==> config.mk <==
export PLATFORM = sky130hd
export DESIGN_NAME = bp_cfg_dump
export DESIGN_NICKNAME = d
export VERILOG_FILES = /design/src/rtl/bp_cfg_dump.sv
export SDC_FILE = /design/constraint.sdc
export NUM_CORES = 2
export LEC_CHECK = 0
export ABC_CLOCK_PERIOD_IN_PS = 3000
export BUFFER_PORTS_ARGS = -buffer_cell sky130_fd_sc_hd__buf_2
export CAP_MARGIN = 20
export CORE_AREA = 3 3 419 421
export CTS_CLUSTER_DIAMETER = 150
export CTS_CLUSTER_SIZE = 28
export DETAILED_ROUTE_END_ITERATION = 7
export DIE_AREA = 0 0 422 424
export GPL_TIMING_DRIVEN = 0
export PLACE_DENSITY = 0.43
export SLEW_MARGIN = 15
export SYNTH_ARGS = -nofsm -noshare
export SYNTH_HDL_FRONTEND = slang
export SYNTH_SLANG_ARGS = --single-unit
==> constraint.sdc <==
create_clock -name clk_i -period 3 [get_ports clk_i]
set_input_delay 0.9 -clock clk_i [delete_from_list [all_inputs] [get_ports clk_i]]
set_output_delay 0.9 -clock clk_i [all_outputs]
set_load 0.01 [all_outputs]
==> src/rtl/bp_cfg_dump.sv <==
// Read-back engine for a flattened processor-parameter vector: returns a window of words
// from a snapshot taken at request time, optionally followed by an XOR checksum beat.
module bp_cfg_dump #(
  parameter int cfg_width_p  = 1024,
  parameter int word_width_p = 32,
  parameter int checksum_p   = 1,
  localparam int words_lp     = (cfg_width_p + word_width_p - 1) / word_width_p,
  localparam int idx_width_lp = (words_lp > 1) ? $clog2(words_lp) : 1,
  localparam int cnt_width_lp = $clog2(words_lp + 1)
) (
  input  logic                    clk_i,
  input  logic                    reset_n_i,
  input  logic [cfg_width_p-1:0]  cfg_i,
  input  logic                    req_v_i,
  output logic                    req_ready_o,
  input  logic [idx_width_lp-1:0] req_start_i,
  input  logic [cnt_width_lp-1:0] req_count_i,
  output logic [word_width_p-1:0] data_o,
  output logic                    data_v_o,
  input  logic                    data_ready_i,
  output logic                    data_last_o,
  output logic                    err_o,
  output logic                    busy_o
);

  localparam int pad_width_lp = words_lp * word_width_p;
  localparam bit csum_en_lp   = (checksum_p != 0);

  typedef enum logic [1:0] {IDLE, SEND, CSUM, ERR} state_t;

  state_t                    state_q, state_d;
  logic [idx_width_lp-1:0]   idx_q, idx_d;
  logic [cnt_width_lp-1:0]   rem_q, rem_d;
  logic [word_width_p-1:0]   csum_q, csum_d;
  logic [pad_width_lp-1:0]   snap_q, snap_d;

  logic [pad_width_lp-1:0]   cfg_pad;
  logic [word_width_p-1:0]   snap_words [words_lp];
  logic [word_width_p-1:0]   cur_word;
  logic [cnt_width_lp:0]     req_end;
  logic                      req_bad;

  logic [word_width_p-1:0]   data_n;
  logic                      data_v_n, last_n, err_n, ready_n;

  // Bits above cfg_width_p in the last word are padded with zeros.
  always_comb begin
    cfg_pad = '0;
    cfg_pad[cfg_width_p-1:0] = cfg_i;
  end

  for (genvar gi = 0; gi < words_lp; gi++) begin : g_words
    assign snap_words[gi] = snap_q[gi*word_width_p +: word_width_p];
  end

  assign cur_word = snap_words[idx_q];

  // One extra bit so start+count never wraps before the range check.
  assign req_end = (cnt_width_lp+1)'(req_start_i) + (cnt_width_lp+1)'(req_count_i);
  assign req_bad = (req_count_i == '0) || (req_end > (cnt_width_lp+1)'(words_lp));

  always_comb begin
    state_d  = state_q;
    idx_d    = idx_q;
    rem_d    = rem_q;
    csum_d   = csum_q;
    snap_d   = snap_q;
    data_n   = '0;
    data_v_n = 1'b0;
    last_n   = 1'b0;
    err_n    = 1'b0;
    ready_n  = 1'b0;
    case (state_q)
      IDLE: begin
        ready_n = 1'b1;
        if (req_v_i) begin
          snap_d  = cfg_pad;
          idx_d   = req_start_i;
          rem_d   = req_count_i;
          csum_d  = '0;
          state_d = req_bad ? ERR : SEND;
        end
      end
      SEND: begin
        data_v_n = 1'b1;
        data_n   = cur_word;
        last_n   = (rem_q == cnt_width_lp'(1)) && !csum_en_lp;
        if (data_ready_i) begin
          idx_d  = idx_q + idx_width_lp'(1);
          rem_d  = rem_q - cnt_width_lp'(1);
          csum_d = csum_q ^ cur_word;
          if (rem_q == cnt_width_lp'(1)) begin
            state_d = csum_en_lp ? CSUM : IDLE;
          end
        end
      end
      CSUM: begin
        data_v_n = 1'b1;
        data_n   = csum_q;
        last_n   = 1'b1;
        if (data_ready_i) state_d = IDLE;
      end
      ERR: begin
        data_v_n = 1'b1;
        last_n   = 1'b1;
        err_n    = 1'b1;
        if (data_ready_i) state_d = IDLE;
      end
      default: state_d = IDLE;
    endcase
  end

  always_ff @(posedge clk_i) begin
    if (!reset_n_i) begin
      state_q <= IDLE;
      idx_q   <= '0;
      rem_q   <= '0;
      csum_q  <= '0;
      snap_q  <= '0;
    end else begin
      state_q <= state_d;
      idx_q   <= idx_d;
      rem_q   <= rem_d;
      csum_q  <= csum_d;
      snap_q  <= snap_d;
    end
  end

  // Reset masks the outputs combinationally so an aborted beat vanishes in the same cycle.
  assign req_ready_o = ready_n & reset_n_i;
  assign data_v_o    = data_v_n & reset_n_i;
  assign data_last_o = last_n & reset_n_i;
  assign err_o       = err_n & reset_n_i;
  assign data_o      = reset_n_i ? data_n : '0;
  assign busy_o      = (state_q != IDLE) & reset_n_i;

endmodule
==> impl_metrics.ini <==
[synth]
syn_area_um2 = 45600
synth_fa_ha_area_frac = 0.00373
yosys_warnings = 0
synth_simple_gate_area_frac = 0.190
synth-xor-area-share = 0.00691
ys_seq_area_frac = 0.469
synth_compound_area_frac = 0.163
netlist_instances = 5545
synth_top_family_by_area = simple AND/OR/NAND/NOR gates
synth_edf_count = 0
synthMuxAreaShare = 0.123
synth_ff_type = dfxtp_1
avgSynthCellArea_um2 = 8.22
synth_nets = 6597
ys_ff_latch = 1069
synth-async-reset-ratio = 0
ys_types = 47

[placed_design]
place_area_um2 = 54000
dp_hpwl_um = 211000
portBuffers = 1075
globalplace.congestion = 0.971

[setup_path]
worstPathRequired_ps = 2100
r2r_cells = 8
crit_top_cell = o21ai_2
path_cells = buf_8 -> buf_16 -> buf_12 -> mux4_2 -> a22oi_2 -> nand3_4 -> o21ai_2 -> o21ai_2 -> buf_6
path_class = reg -> out
startpoint_type = register
crit_fanout = 6
end_kind = output pin
crit_slowest_cell = mux4_2
critical_path_arrival_ps = 3240
cp_slowest_stage_delay_ps = 600

[flow_run]
max_cap_viol_count = 0

[die]
rows = 152
ios = 1076
die_w_um = 422
core_um2 = 172000
die_h_um = 424
dieArea_um2 = 179000
start_util = 0.266

[grt]
grt_pass1_wl_um = 346000
grt_max_degree = 29
grt_pass1_vias = 44597
grt_overflow = 0
grtUsageTotal = 0.273
grt_antenna_before_repair = 83

[detailed_routing]
drtIter0Drc = 3299
ant_nets = 0
viasPerCell = 4.98
wl_per_cell_um = 28.2
routed_wl_um = 255000
dr.pass1.iters = 6
drcViolationCount = 0
via_count = 45206

[outcome]
violations = setup timing
status = finished, violations left

[sta]
worst_pin_slew_ps = 1060
period_share = 1.38
drv_slew = 0
grt_setup_unrepaired = yes
max_slew_margin = 0.294
period_minus_slack_ps = 4140
hold_violations = 0
layout_setup_ws_ps = -1140
clock_skew_ps = 34.6
setup_viol = 32
fmax_mhz = 242

[hold_path]
hold_depth = 3
hold_path_class = in -> reg

[clock_tree]
clock_path_buffers = 3
cts_root_buf = clkbuf_16
postCtsHoldBufs = 0
htree_num_levels = 2
clkSlewWorstSetupHoldPaths_ps = 120
cts_tree = yes
cts_buffers = 45
clkLatencyLatePin_ps = 680
clock-sinks = 1069

[pwr]
finalPower_mw = 48.7
power_density_nw_per_um2 = 839
vdd_drop_max_v = 0.000493
p_leak_nw = 22.1

[layout]
final_nets = 7761
syn2layout_area_growth_pct = 27.4
drive_above_1_share = 0.268
layout_commonest_cell = nand2_1
design_area_um2 = 58100
final_cell_mix = nand2_1 (2155), buf_2 (1099), dfxtp_1 (1067)
[cell type report]
cell class | instances | area, um^2
Tap cell | 2310 | 2890
Clock buffer | 47 | 1180
Multi-Input combinational cell | 3999 | 24000
Fill cell | 18590 | 114000
Buffer | 464 | 2490
Clock inverter | 7 | 96.3
Antenna cell | 47 | 118
Timing Repair Buffer | 1120 | 5910
Inverter | 10 | 37.5
Sequential cell | 1069 | 21400
[worst max-delay path: cells and delay by family (launching register included)]
| family | cells | cell delay [ps] |
|---|---|---|
| DFF | 1 | 370 |
| buffers and inverters | 4 | 640 |
| and+or+nand+nor | 1 | 250 |
| muxes | 1 | 600 |
| AOI/OAI and AO/OA | 3 | 640 |
[cells in the mapped netlist (11+ instances only)]
library cell  instances  area (um^2)
a22oi_1              35          263
o221ai_1             64          561
nand3_1              35          175
o21ai_0              42          210
mux4_2              161         3630
buf_2                52          260
mux2_2               62          698
buf_6                11          124
o21ai_1              34          170
ha_1                 12          150
buf_1                45          169
o211ai_2             32          400
dfxtp_1            1069        21400
a221oi_1             32          280
mux2i_1             130         1300
xor2_1               33          289
buf_4                19          143
a21o_1               33          248
clkbuf_1            340         1280
nand2_1            2163         8120
a21oi_1            1037         5190
nor2_1               54          203
[registers in the layout, indices dropped and copies added (netlist names)]
| name | count |
|---|---|
| csum_q | 32 |
| idx_q | 5 |
| snap_q | 1024 |
| state_q | 2 |
| rem_q | 6 |
[power by group]
| group | internal [mW] | switching (mW) | leakage [nW] |
|---|---|---|---|
| Clock | 2.97 | 5.08 | 0.627 |
| Combinational | 7.78 | 14.4 | 12.7 |
| Sequential | 16.8 | 1.64 | 8.76 |
| Total | 27.6 | 21.1 | 22.1 |
[cells by family (layout without fill, tap and decap cells)]
logic type | count (synthesis) | count (layout)
other | 0 | 47
flip-flops | 1069 | 1069
AND/OR/NAND/NOR | 2275 | 2275
adder cells (fa/ha/maj) | 13 | 13
buffers and inverters | 477 | 1648
multiplexers | 353 | 353
AO/OA/AOI/OAI | 1322 | 1322
XOR/XNOR | 36 | 36
[per-layer routing]
layer | global-route usage | vias to the layer above | part of all wire
li1 | - | 21060 | -
met1 | 0.351 | 22312 | 0.42
met2 | 0.451 | 1481 | 0.48
met3 | 0.0291 | 347 | 0.048
met4 | 0.144 | 6 | 0.053
met5 | 0 | - | 0.00014
[stage by stage]
stage / setup TNS [ps] / setup WS, ps / instances / hold WS (ps) / util
after CTS: -36060 / -1190 / 9017 / 375 / 0.335
final: -32620 / -1140 / 9073 / 439 / 0.338
after global routing: -35700 / -1210 / 9068 / 389 / 0.338
after global placement: -1204160 / -1980 / 8930 / 439 / 0.314
after floorplan: 0 / 243 / 5545 / 433 / -
after detailed placement: -864510 / -1590 / 8935 / 444 / 0.314
[worst paths after layout]
path                     from     endpoint  slack [ps]
setup / recovery     idx_q[0]   data_o[11]       -1140
hold / removal     cfg_i[286]  snap_q[286]         440
setup reg to reg   state_q[0]  snap_q[729]         100
hold reg to reg   snap_q[335]  snap_q[335]         460
[what timing repair did]
action	4_1_cts	5_1_grt
endpoints found under the setup margin	1083	142
buffers inserted	27	11
pin swaps	56	38
gates cloned	3	0
resized for setup	432	138
(Power assumes the default switching activity.)
